`src/rtl/apb_master.sv`:
```
// Single-outstanding APB3 initiator: valid/ready command in, valid/ready response out.
// Define APB_MASTER_TIMEOUT_EN to abort ACCESS phases that exceed TIMEOUT_CYCLES.
module apb_master #(
    parameter int unsigned APB_ADDR_WIDTH = 32,
    parameter int unsigned APB_DATA_WIDTH = 32,
    parameter int unsigned TIMEOUT_CYCLES = 16
) (
    input  logic                      clk_i,
    input  logic                      rst_i,
    input  logic                      cmd_valid_i,
    output logic                      cmd_ready_o,
    input  logic [APB_ADDR_WIDTH-1:0] cmd_addr_i,
    input  logic                      cmd_write_i,
    input  logic [APB_DATA_WIDTH-1:0] cmd_wdata_i,
    output logic                      rsp_valid_o,
    input  logic                      rsp_ready_i,
    output logic [APB_DATA_WIDTH-1:0] rsp_rdata_o,
    output logic                      rsp_err_o,
    output logic                      psel_o,
    output logic                      penable_o,
    output logic                      pwrite_o,
    output logic [APB_ADDR_WIDTH-1:0] paddr_o,
    output logic [APB_DATA_WIDTH-1:0] pwdata_o,
    input  logic [APB_DATA_WIDTH-1:0] prdata_i,
    input  logic                      pready_i,
    input  logic                      pslverr_i
);

    typedef enum logic [1:0] {
        ST_IDLE   = 2'd0,
        ST_SETUP  = 2'd1,
        ST_ACCESS = 2'd2,
        ST_RESP   = 2'd3
    } state_t;

    state_t                    state_q;
    state_t                    state_n;
    logic [APB_ADDR_WIDTH-1:0] paddr_n;
    logic                      pwrite_n;
    logic [APB_DATA_WIDTH-1:0] pwdata_n;
    logic [APB_DATA_WIDTH-1:0] rsp_rdata_n;
    logic                      rsp_err_n;

`ifdef APB_MASTER_TIMEOUT_EN
    localparam int unsigned CNT_W = $clog2(TIMEOUT_CYCLES + 1);

    logic [CNT_W-1:0] cnt_q;
    logic [CNT_W-1:0] cnt_n;
    logic             timeout_c;

    // High during the last ACCESS cycle the slave is allowed
    assign timeout_c = (cnt_q == CNT_W'(TIMEOUT_CYCLES - 1));
`else
    logic unused_timeout_cfg;
    assign unused_timeout_cfg = ^TIMEOUT_CYCLES;
`endif

    // Next-state and next register values
    always_comb begin
        state_n     = state_q;
        paddr_n     = paddr_o;
        pwrite_n    = pwrite_o;
        pwdata_n    = pwdata_o;
        rsp_rdata_n = rsp_rdata_o;
        rsp_err_n   = rsp_err_o;
`ifdef APB_MASTER_TIMEOUT_EN
        cnt_n       = cnt_q;
`endif
        unique case (state_q)
            ST_IDLE: begin
                // cmd_ready_o stays low for the first cycle after reset release
                if (cmd_ready_o && cmd_valid_i) begin
                    paddr_n  = cmd_addr_i;
                    pwrite_n = cmd_write_i;
                    pwdata_n = cmd_wdata_i;
                    state_n  = ST_SETUP;
                end
            end
            ST_SETUP: begin
`ifdef APB_MASTER_TIMEOUT_EN
                cnt_n   = '0;
`endif
                state_n = ST_ACCESS;
            end
            ST_ACCESS: begin
                if (pready_i) begin
                    rsp_err_n   = pslverr_i;
                    rsp_rdata_n = pwrite_o ? '0 : prdata_i;
                    state_n     = ST_RESP;
                end
`ifdef APB_MASTER_TIMEOUT_EN
                else if (timeout_c) begin
                    rsp_err_n   = 1'b1;
                    rsp_rdata_n = '0;
                    state_n     = ST_RESP;
                end else begin
                    cnt_n = cnt_q + CNT_W'(1);
                end
`endif
            end
            ST_RESP: begin
                if (rsp_ready_i) begin
                    state_n = ST_IDLE;
                end
            end
            default: state_n = ST_IDLE;
        endcase
    end

    // State register; control outputs are registered decodes of the next state
    always_ff @(posedge clk_i or posedge rst_i) begin
        if (rst_i) begin
            state_q     <= ST_IDLE;
            cmd_ready_o <= 1'b0;
            psel_o      <= 1'b0;
            penable_o   <= 1'b0;
            rsp_valid_o <= 1'b0;
            paddr_o     <= '0;
            pwrite_o    <= 1'b0;
            pwdata_o    <= '0;
            rsp_rdata_o <= '0;
            rsp_err_o   <= 1'b0;
        end else begin
            state_q     <= state_n;
            cmd_ready_o <= (state_n == ST_IDLE);
            psel_o      <= (state_n == ST_SETUP) || (state_n == ST_ACCESS);
            penable_o   <= (state_n == ST_ACCESS);
            rsp_valid_o <= (state_n == ST_RESP);
            paddr_o     <= paddr_n;
            pwrite_o    <= pwrite_n;
            pwdata_o    <= pwdata_n;
            rsp_rdata_o <= rsp_rdata_n;
            rsp_err_o   <= rsp_err_n;
        end
    end

`ifdef APB_MASTER_TIMEOUT_EN
    // Wait-state counter for the watchdog
    always_ff @(posedge clk_i or posedge rst_i) begin
        if (rst_i) begin
            cnt_q <= '0;
        end else begin
            cnt_q <= cnt_n;
        end
    end
`endif

endmodule

```
`config.mk`:
```
export PLATFORM = sky130hd
export DESIGN_NAME = apb_master
export DESIGN_NICKNAME = d
export VERILOG_FILES = /design/src/rtl/apb_master.sv
export SDC_FILE = /design/constraint.sdc
export NUM_CORES = 1
export LEC_CHECK = 0
export BUFFER_PORTS_ARGS = -buffer_cell sky130_fd_sc_hd__buf_2
export CAP_MARGIN = 20
export CORE_MARGIN = 4
export CORE_UTILIZATION = 46
export DETAILED_ROUTE_END_ITERATION = 10
export PLACE_DENSITY = 0.8
export REMOVE_ABC_BUFFERS = 1
export SLEW_MARGIN = 20
export SYNTH_ARGS = -nofsm -noshare
export SYNTH_HDL_FRONTEND = slang
export SYNTH_SLANG_ARGS = --single-unit
```
`constraint.sdc`:
```
create_clock -name clk_i -period 3.65 [get_ports clk_i]
set_input_delay 0.5475 -clock clk_i [delete_from_list [all_inputs] [get_ports clk_i]]
set_output_delay 0.5475 -clock clk_i [all_outputs]
set_load 0.01 [all_outputs]
```
======== Word level (Yosys, flattened, before mapping) ========
Cells that the tools add are included.
operators by class
  eq/ne operators ......................... 6
  div/mod/pow operators ................... 0
  add/sub/neg operators ................... 0
  bitwise logic cells ..................... 0
  magnitude comparators ................... 0
  multiply operators ...................... 0
  reduce and logical (&&, ||, !) cells .... 6
  shift-type cells ........................ 0
  multiplexer cells ....................... 5
operators with widths
  cell                number
  $mux 32             1
  $eq 2x2->1 const B  4
  $pmux 2 s4          1
  $mux 2              3
  $eq 2x1->1 const B  2
  $logic_not 2->1     2
  $reduce_and 2->1    2
  $logic_and 1x1->1   1
  $logic_or 1x1->1    1
word-level totals
  flip-flop bits (word level) ............. 104
  latch bits .............................. 0
  ROM bits ................................ 0
  bits in writable memories ............... 0
  memories ................................ 0

======== Logic depth before layout (Yosys ltp) ========
Gate-level depths: netlist (run 1).
  depth in word-level cells ............... 5
  mapped depth ............................ 7
  gate-level depth less buffers ........... 4

======== Worst setup path before layout (run 1) ========
Ideal clock, no wire load.
  path kind ............................... input to register
  start ................................... input cmd_valid_i
  end ..................................... register psel_o
  path slack .............................. 2.029 ns
  stages on the path ...................... 6
  setup time .............................. 0.126 ns
  data arrival time ....................... 1.495 ns
  buffers on the path ..................... 3
  path through ............................ and3_4 -> buf_6 -> buf_8 -> buf_8 -> nand2b_1 -> ha_1
on the way
  cells in the longest elaborated chain, start to end .. 5
  elaborated cells on any way between the ends .. 6
RTL lines
  item                                             RTL line  text
  start: declaration                               10        input logic cmd_valid_i,
  $logic_and 1x1->1 *                              72        if (cmd_ready_o && cmd_valid_i) begin
  $mux 2 *                                         72
  $pmux 2 s4 *                                     69        unique case (state_q)
  net state_n[0]                                   37        state_t state_n;
  $eq 2x1->1 / $eq 2x2->1 (equally long branches)  126       psel_o <= (state_n == ST_SETUP) || (state_n == ST_ACCESS);
  $logic_or 1x1->1 *                               126
  end signal: assignment                           126
  end: declaration                                 19        output logic psel_o,
The timed path passes the listed nets; every way through them passes the cells marked *.
A chain may end at the register's enable or synchronous reset.

======== Worst setup path in the final report (run 1) ========
  start ................................... register state_q[1]
  end ..................................... register pwdata_o[4]
on the way
  cells in the longest elaborated chain, start to end .. 2
RTL lines
  item                               RTL line  text
  start: declaration                 36        state_t state_q;
  start signal: assignment           124       state_q <= state_n;
  $logic_not 2->1                    69
  $reduce_and 2->1 (no source line)  --
  end signal: assignment             131       pwdata_o <= pwdata_n;
  end: declaration                   23        output logic [APB_DATA_WIDTH-1:0] pwdata_o,
No other way between the ends.

==> results of run 1 <==
## synth_stat cells, drive strengths merged
library cell,number,area [sq um]
and2b,1,7.51
and3,2,17.5
buf,11,116
clkbuf,7,26.3
dfrtp,104,2600
ha,3,37.5
inv,2,7.51
mux2,66,848
nand2,32,120
nand2b,33,206
nand3b,1,7.51
nor2,3,11.3
nor2b,2,12.5
o21ai,33,165
## cell type report
type	instances	area [sq um]
multi-input cells	176	1430
well taps	108	135
clock buffers	11	131
flip-flops and latches	104	2600
repair buffers	208	1050
inverters	2	10.0
clock inverters	4	55.1
fillers	687	3390
## state kept, by name (all words and copies together) (netlist names)
name,cells
cmd_ready_o,1
paddr_o,32
rsp_err_o,1
pwrite_o,1
rsp_rdata_o,32
psel_o,1
penable_o,1
state_q,2
rsp_valid_o,1
pwdata_o,32
## cells by family (layout without fill, tap and decap cells)
| logic type | count (synthesis) | after routing |
|---|---|---|
| flops | 104 | 104 |
| simple gates | 74 | 74 |
| mux | 66 | 66 |
| compound gates | 33 | 33 |
| buf+inv | 20 | 225 |
| fa+ha+maj | 3 | 3 |
## metal layers
| metal | vias up | part of all wire, % | track usage (%) |
|---|---|---|---|
| met5 | - | 0 | 0 |
| met4 | 0 | 1.2 | 5.78 |
| met3 | 9 | 12 | 6.37 |
| met2 | 145 | 46 | 26.2 |
| met1 | 1382 | 41 | 20.5 |
| li1 | 1394 | - | - |
## critical path, stage by stage, from the launching register on
cell and delay [ns]:
dfrtp_1 0.41, nor2_1 0.19, and3_4 0.89, mux2_2 0.42
## where the power goes
part           internal (mW)  leakage, nW  switching (mW)
clock network          0.318       0.0900           0.371
registers               1.71         1.31           0.286
logic                  0.951         1.51           0.866
## final timing paths
check | startpoint | endpoint | slack, ns
setup reg to reg | state_q[1]$_DFF_PP0_ | pwdata_o[4]$_DFFE_PP0P_ | 1.58
hold reg to reg | rsp_rdata_o[3]$_DFFE_PP0P_ | rsp_rdata_o[3]$_DFFE_PP0P_ | 0.49
setup / recovery | state_q[1]$_DFF_PP0_ | pwdata_o[4]$_DFFE_PP0P_ | 1.58
hold / removal | rst_i | pwdata_o[2]$_DFFE_PP0P_ | 0.33
max in group asynchronous | rst_i | pwdata_o[17]$_DFFE_PP0P_ | 2.51
min in group clk_i | cmd_wdata_i[26] | pwdata_o[26]$_DFFE_PP0P_ | 0.41
==> results.cfg, run 1 <==
[floorplanning]
start_util_pct = 47.5
die_h_microns = 103
die_w_microns = 103
die_area_sq_um = 10700
core_area_sq_um = 8810
io_pins = 205
std_cell_rows = 34

[cells_and_area]
num_antenna_cells = 0
final_common_cell = buf_2
drive_above_1_share_pct = 57.2
area_growth_syn_to_layout_pct = 29.4
stdcell_count = 613
final_core_util_pct = 61.5
fin_area_sq_um = 5420
mostFrequentLayoutCells = 204 x buf_2, 104 x dfrtp_1, 38 x mux2_2, 33 x nand2b_1, 33 x o21ai_0
fin_nets = 607

[clock_network]
clock_latency_ns = 0.35
cts_setup_buffers = 0
hold_buffers = 0
clock-sinks = 104
cts_resized = 0
cts_root_buffer = clkbuf_8
ctsLongestPathBuffers = 2
cts_tree = done
htree_num_levels = 3
numCtsBuffers = 9
clkTransAtPathRegs_ns = 0.10

[synth]
ys_ff_latch = 104
netlist_area_sq_um = 4190
synth_cell_type_count = 21
syn_inst = 300
yosys_warnings = 0
synth_compound_area_share_pct = 3.95
synth-simple-area-share_pct = 9.15
synthAdderAreaFrac_pct = 0.897
synthMuxAreaShare_pct = 20.3
synth_top_family_by_area = multiplexers
synthXorXnorAreaFrac_pct = 0
ys_seq_area_share_pct = 62.2
avgSynthCellArea_sq_um = 14.0

[sta]
max_freq_mhz = 484
skew_ns = 0.00903
worstMarginPinSlew_ns = 1.02
hold_violations = 0
finalWorstSetupSlack_ns = 1.58
tns_ns = 0
period_share_pct = 56.7
hold_slack_ns = 0.331
min_period_ns = 2.07
rsz0062_at_grt = false
slew-limit-headroom_pct = 31.9
setup-violations-final = 0
slew_viol_final = 0

[power_and_ir_drop]
ir_worst_vdd_mv = 0.417
p_leak_nw = 2.91
p_total_mw = 4.50
power_density_nw_per_um2 = 831

[critical_path]
r2r_cells = 3
crit_type = reg -> reg
worstPathArrival_ns = 2.31
critPathLaunchType = flop
crit_path_max_fanout = 67
endpoint_kind = flop
worstPathRequired_ns = 3.89

[global_route]
grt_pass1_vias = 2917
grt_pass1_wl_microns = 13800
antenna_found_initial = 0
grt_start_max_net_pins = 68
grt_usage_pct = 16.5
grt-ovfl-total = 0

[drt]
routed_via_density = 4.78
ant_nets = 0
drcViolationCount = 0
detail_route.iter0.violations = 41
wirelength_microns = 8970
detail_route.wl_per_cell_microns = 14.6
drtPass1Iterations = 6
vias = 2930

[placement]
hpwl_microns = 6630
dp_cells = 598
place_worst_setup_slack_ns = 1.53
io_buffers = 204
gp_congestion = 0.707
placed_area_sq_um = 5230

[outcome]
status = complete, no violations

[run]
cap_violations = 0

[min_path]
hold_path_class = in -> async
No activity file was read; power rests on OpenSTA's default activity.
==> run 2: changes to the inputs <==
- clock period: 3.65 -> 2.2 ns (I/O delays scaled with it)
==> run 2 against run 1 <==
Compared with the run above:
- count of clock-buffer cells in the layout down 1
- global-route usage up 1.2 points
- core utilization up 1.0 points
- critical path depth up 1
- routed wire length up 4.9%
- setup slack worse by 1.1 ns
- cell count up 0.49%
- clock power up 75%
- first-iteration DRC count down 15%
- critical path type unchanged
- critical endpoint is now paddr_o[25]$_DFFE_PP0P_
==> results.cfg, run 2 (synthesis gave the netlist of run 1 again) <==
[sta]
worstMarginPinSlew_ns = 0.547
finalWorstSetupSlack_ns = 0.446
hold_violations = 0
max_freq_mhz = 570
period_share_pct = 79.7
min_period_ns = 1.75
setup-violations-final = 0
rsz0062_at_grt = false
skew_ns = 0.0130
slew-limit-headroom_pct = 63.6
slew_viol_final = 0

[drt]
drcViolationCount = 0
wirelength_microns = 9400
vias = 2934
routed_via_density = 4.76
drtPass1Iterations = 4
detail_route.wl_per_cell_microns = 15.3
ant_nets = 0
detail_route.iter0.violations = 35

[cells_and_area]
fill_cells = 697
drive_above_1_share_pct = 57.7
final-seq-area_sq_um = 2600
fin_nets = 610
num_antenna_cells = 0
largestRegisters = paddr_o: 32 flops, pwdata_o: 32 flops, rsp_rdata_o: 32 flops
multiInputGateArea_sq_um = 1430
mostFrequentLayoutCells = 204 x buf_2, 104 x dfrtp_1, 38 x mux2_2, 33 x nand2b_1, 33 x o21ai_0
final_common_cell = buf_2
area_growth_syn_to_layout_pct = 31.6
stdcell_count = 616

[clock_network]
numCtsBuffers = 9
cts_tree = done
clock-sinks = 104
cts_resized = 0
clkTransAtPathRegs_ns = 0.11
ctsLongestPathBuffers = 2
clock_latency_ns = 0.35
cts_root_buffer = clkbuf_8
htree_num_levels = 3

[global_route]
grt-ovfl-total = 0
grt_pass1_vias = 3068
grt_usage_pct = 17.6
antenna_found_initial = 0
grt_pass1_wl_microns = 14500
grt_start_max_net_pins = 66

[critical_path]
r2r-end = paddr_o[25]$_DFFE_PP0P_
r2r_start = state_q[1]$_DFF_PP0_
critPathLaunchType = flop
crit_type = reg -> reg
worstPathArrival_ns = 1.98
reg2reg_slack_ns = 0.45
worstPathRequired_ns = 2.43
endpoint_kind = flop
crit_path_max_fanout = 32
r2r_cells = 4

[power_and_ir_drop]
p_leak_nw = 2.95
power_density_nw_per_um2 = 1380
ir_worst_vdd_mv = 0.692
power_frac_clock_pct = 15.9
seqPwrFrac_pct = 44.1
power_switching_mw = 2.60
swShare_pct = 34.2
intPower_mw = 5.00
combinationalPowerShare_pct = 40.1

[placement]
hpwl_microns = 7120
gp_congestion = 0.737
dp_cells = 600
io_buffers = 204
place_worst_setup_slack_ns = 0.467

[floorplanning]
die_h_microns = 103
die_area_sq_um = 10700
core_area_sq_um = 8810
start_util_pct = 47.5
std_cell_rows = 34
die_w_microns = 103
io_pins = 205

[min_path]
whs_path_depth = 2
worstHoldStart = pslverr_i
hold_path_class = in -> reg
min_to = rsp_err_o$_DFFE_PP0P_

[run]
cap_violations = 0

[outcome]
status = complete, no violations
[run 2: how the worst max path moves through the flow]
stage | cells after the start | from | end
6_report | 4 | state_q[1]$_DFF_PP0_ | paddr_o[25]$_DFFE_PP0P_
3_3_place_gp | 4 | state_q[1]$_DFF_PP0_ | pwdata_o[10]$_DFFE_PP0P_
4_1_cts | 4 | state_q[1]$_DFF_PP0_ | paddr_o[25]$_DFFE_PP0P_
3_5_place_dp | 4 | state_q[0]$_DFF_PP0_ | pwdata_o[17]$_DFFE_PP0P_
2_1_floorplan | 1 | rst_i | cmd_ready_o$_DFF_PP0_
5_1_grt | 4 | state_q[1]$_DFF_PP0_ | pwdata_o[10]$_DFFE_PP0P_
[run 2: metal layers]
layer | track usage (%) | wire length, microns | vias to the layer above | share of wire, %
met4 | 4.48 | 73 | 0 | 0.78
met2 | 30.1 | 4600 | 135 | 49
met1 | 19.5 | 3540 | 1386 | 38
li1 | - | - | 1406 | -
met5 | 0 | 0 | - | 0
met3 | 8.92 | 1190 | 7 | 13
[run 2: per-stage QoR]
stage                     hold WS, ns  setup TNS [ns]  area (sq um)  power, mW  utilization (%)
after global placement          0.359               0          5300       6.34             60.2
after global routing            0.165               0          5510       8.20             62.6
after CTS                       0.173               0          5510       7.72             62.6
after detailed placement        0.364               0          5300       6.49             60.2
final                           0.196               0          5510       7.60             62.6
after floorplan                 0.478          -89.67          4040       5.05                -
[run 2: power groups by stage]
stage               Clock, mW  Sequential (mW)  Combinational (mW)
global placement            0             3.36                2.99
detailed placement          0             3.38                3.11
finish                   1.21             3.35                3.05
CTS                      1.26             3.36                3.10
global route             1.35             3.48                3.37
floorplan                   0             3.79                1.25
[run 2: layout make-up]
class                           instances  area share, %
Sequential cell                       104           47.2
Inverter                                2          0.182
Multi-Input combinational cell        176           26.0
Clock inverter                          5           1.16
Tap cell                              108           2.45
Clock buffer                           10           2.50
Timing Repair Buffer                  211           20.4
[run 2: what timing repair did]
action / 4_1_cts / 5_1_grt
setup buffers: 0 / 0
hold endpoints to repair: 30 / 0
hold buffers: 1 / 0
[run 2: worst max-delay path, stage by stage (launching register included)]
cell and delay [ns]:
dfrtp_1 0.41, nor2_1 0.21, and3_4 0.38, buf_12 0.26, mux2_2 0.36
==> run 3: changes to the inputs <==
- ABC_AREA: default -> 1
- CORE_UTILIZATION: 46 -> 41
- PLACE_DENSITY: 0.8 -> 0.76
- clock period: 2.2 -> 1.5 ns (I/O delays scaled with it)
==> run 3 against run 2 <==
Compared with the run above:
- first-iteration DRC count grew to 8.2 times the previous value
- clock skew shrank 0.0050 ns
- clock power grew 28%
- total power grew 43%
- non-clock buffer count grew 4
- final area shrank 0.98%
- critical path depth grew 1
- flip-flop and latch count is the same
- synthesized cell count grew 51%
- die area grew 10%
==> results.cfg, run 3 <==
[clock_network]
cts_tree = done
ctsLongestPathBuffers = 2
htree_num_levels = 3
clkTransAtPathRegs_ns = 0.09
clock_latency_ns = 0.35
clock-sinks = 104
numCtsBuffers = 9
cts_root_buffer = clkbuf_8
cts_setup_buffers = 0

[floorplanning]
die_w_microns = 109
std_cell_rows = 36
start_util_pct = 42.3
io_pins = 205
die_area_sq_um = 11800
die_h_microns = 109
core_area_sq_um = 9820

[critical_path]
path_cells = nor2_4, nand2_2, buf_4, nand2_1, nand2_1
slowest_delay_ns = 0.47
r2r-end = pwdata_o[14]$_DFFE_PP0P_
reg2reg_slack_ns = 0.21
worstPathArrival_ns = 1.54
path_buf_inv = 1
crit_family = flip-flops
crit_type = reg -> reg
r2r_cells = 5
endpoint_kind = flop
r2r_start = state_q[1]$_DFF_PP0_
cp_common_cell = nand2_1
worstPathRequired_ns = 1.74
crit_path_max_fanout = 36
critPathLaunchType = flop
crit_slowest_cell = dfrtp_1
crit_start = state_q[1]$_DFF_PP0_

[drt]
vias = 3733
ant_nets = 0
wirelength_microns = 10700
drtPass1Iterations = 4
detail_route.wl_per_cell_microns = 13.7
routed_via_density = 4.76
detail_route.iter0.violations = 286
drcViolationCount = 0

[cells_and_area]
final_core_util_pct = 55.6
largestRegisters = paddr_o: 32 flops, pwdata_o: 32 flops, rsp_rdata_o: 32 flops
final_common_cell = buf_2
num_antenna_cells = 0
mostFrequentLayoutCells = 204 x buf_2, 200 x nand2_1, 104 x dfrtp_1, 69 x nand3_1, 28 x o21ai_0
drive_above_1_share_pct = 35.7
area_growth_syn_to_layout_pct = 31.4
fin_nets = 754

[synth]
synth_cell_type_count = 14
synthTopCellsByArea = dfrtp_1 63%, nand2_1 18%, nand3_1 8.3%
ys_ff_latch = 104
ys_seq_area_share_pct = 62.7
ys.flop_type = dfrtp_1
synthMuxAreaShare_pct = 0
synth_commonest_cells = 201 x nand2_1, 104 x dfrtp_1, 69 x nand3_1
yosys_warnings = 0
yosysTopAreaCellShare_pct = 62.7
synth.most_common_cell = nand2_1
async_flop_share_pct = 100
synthXorXnorAreaFrac_pct = 0
netlist_area_sq_um = 4150
avgSynthCellArea_sq_um = 9.16
synth_compound_area_share_pct = 3.98
syn_inst = 453
synth.largest_area_cell = dfrtp_1
synth_top_family_by_area = simple AND/OR/NAND/NOR gates
synth-simple-area-share_pct = 27.0
synthAdderAreaFrac_pct = 0.904
synth_edf_count = 0

[global_route]
grt_pass1_vias = 3517
grt_start_max_net_pins = 67
antenna_found_initial = 0
grt_usage_pct = 17.9
grt-ovfl-total = 0
grt_pass1_wl_microns = 16800

[sta]
skew_ns = 0.00796
setup-violations-final = 0
slew-limit-headroom_pct = 70.2
hold_violations = 0
min_period_ns = 1.29
worstMarginPinSlew_ns = 0.446
slew_viol_final = 0
max_freq_mhz = 772
tns_ns = 0
period_share_pct = 86.3
finalWorstSetupSlack_ns = 0.205
rsz0062_at_grt = false
hold_slack_ns = 0.105

[power_and_ir_drop]
seqPwrFrac_pct = 44.6
ir_worst_vdd_mv = 0.925
p_total_mw = 10.9
power_density_nw_per_um2 = 2000
swShare_pct = 39.7
combinationalPowerShare_pct = 41.1
intPower_mw = 6.57
power_frac_clock_pct = 14.2
power_switching_mw = 4.32
p_leak_nw = 3.21

[min_path]
worstHoldStart = cmd_addr_i[18]
min_to = paddr_o[18]$_DFFE_PP0P_
hold_path_class = in -> reg
whs_path_depth = 3

[placement]
gp_congestion = 0.782
place_worst_setup_slack_ns = 0.123
hpwl_microns = 7870
io_buffers = 204

[outcome]
status = complete, no violations

[run]
cap_violations = 0
-- run 3: power by group through the flow --
stage | Sequential (mW) | Clock, mW | Combinational, mW
floorplan | 5.51 | 0 | 1.68
global placement | 4.87 | 0 | 4.40
detailed placement | 4.89 | 0 | 4.58
CTS | 4.87 | 1.63 | 4.56
global route | 5.03 | 1.74 | 5.02
finish | 4.86 | 1.55 | 4.48
-- run 3: tightest hold or removal path, stage by stage --
cell and delay [ns]:
buf_2 0.07, nand3_1 0.06, nand2_1 0.06
-- run 3: per-layer routing --
metal	part of all wire, %	up-vias	global-route usage (%)	wire length (microns)
li1	-	1827	-	-
met1	43	1718	22.7	4580
met2	44	181	29.0	4740
met3	12	7	6.51	1290
met4	1.1	0	5.32	115
met5	0	-	0	0
-- run 3: layout make-up --
class	count	area (sq um)
Tap cell	133	166
Inverter	9	36.3
Fill cell	895	4360
Clock inverter	3	17.5
Clock buffer	12	155
Timing Repair Buffer	215	1150
Multi-Input combinational cell	309	1330
Sequential cell	104	2600
-- run 3: worst max-delay path by stage --
stage / to / slack [ns] / cells past startpoint
floorplan: psel_o$_DFF_PP0_ / -2.26 / 4
global placement: rsp_rdata_o[20]$_DFFE_PP0P_ / 0.20 / 4
detailed placement: rsp_rdata_o[0]$_DFFE_PP0P_ / 0.12 / 4
CTS: rsp_rdata_o[6]$_DFFE_PP0P_ / 0.13 / 5
global route: pwdata_o[14]$_DFFE_PP0P_ / 0.09 / 5
finish: pwdata_o[14]$_DFFE_PP0P_ / 0.21 / 5
-- run 3: cell families after synthesis --
| family | count (synthesis) |
|---|---|
| compound gates | 33 |
| simple gates | 273 |
| flops | 104 |
| fa+ha+maj | 3 |
| buf+inv | 40 |
-- run 3: what timing repair did --
action / in CTS / in global routing
endpoints found under the setup margin: 0 / 6
hold buffers: 1 / 0
hold endpoints to repair: 11 / 0
resized for setup: 0 / 1
-- run 3: metrics by stage --
stage          area (sq um)  cells
2_1_floorplan          3960    422
3_3_place_gp           5270    769
6_report               5460    785
4_1_cts                5450    785
5_1_grt                5460    785
3_5_place_dp           5270    769
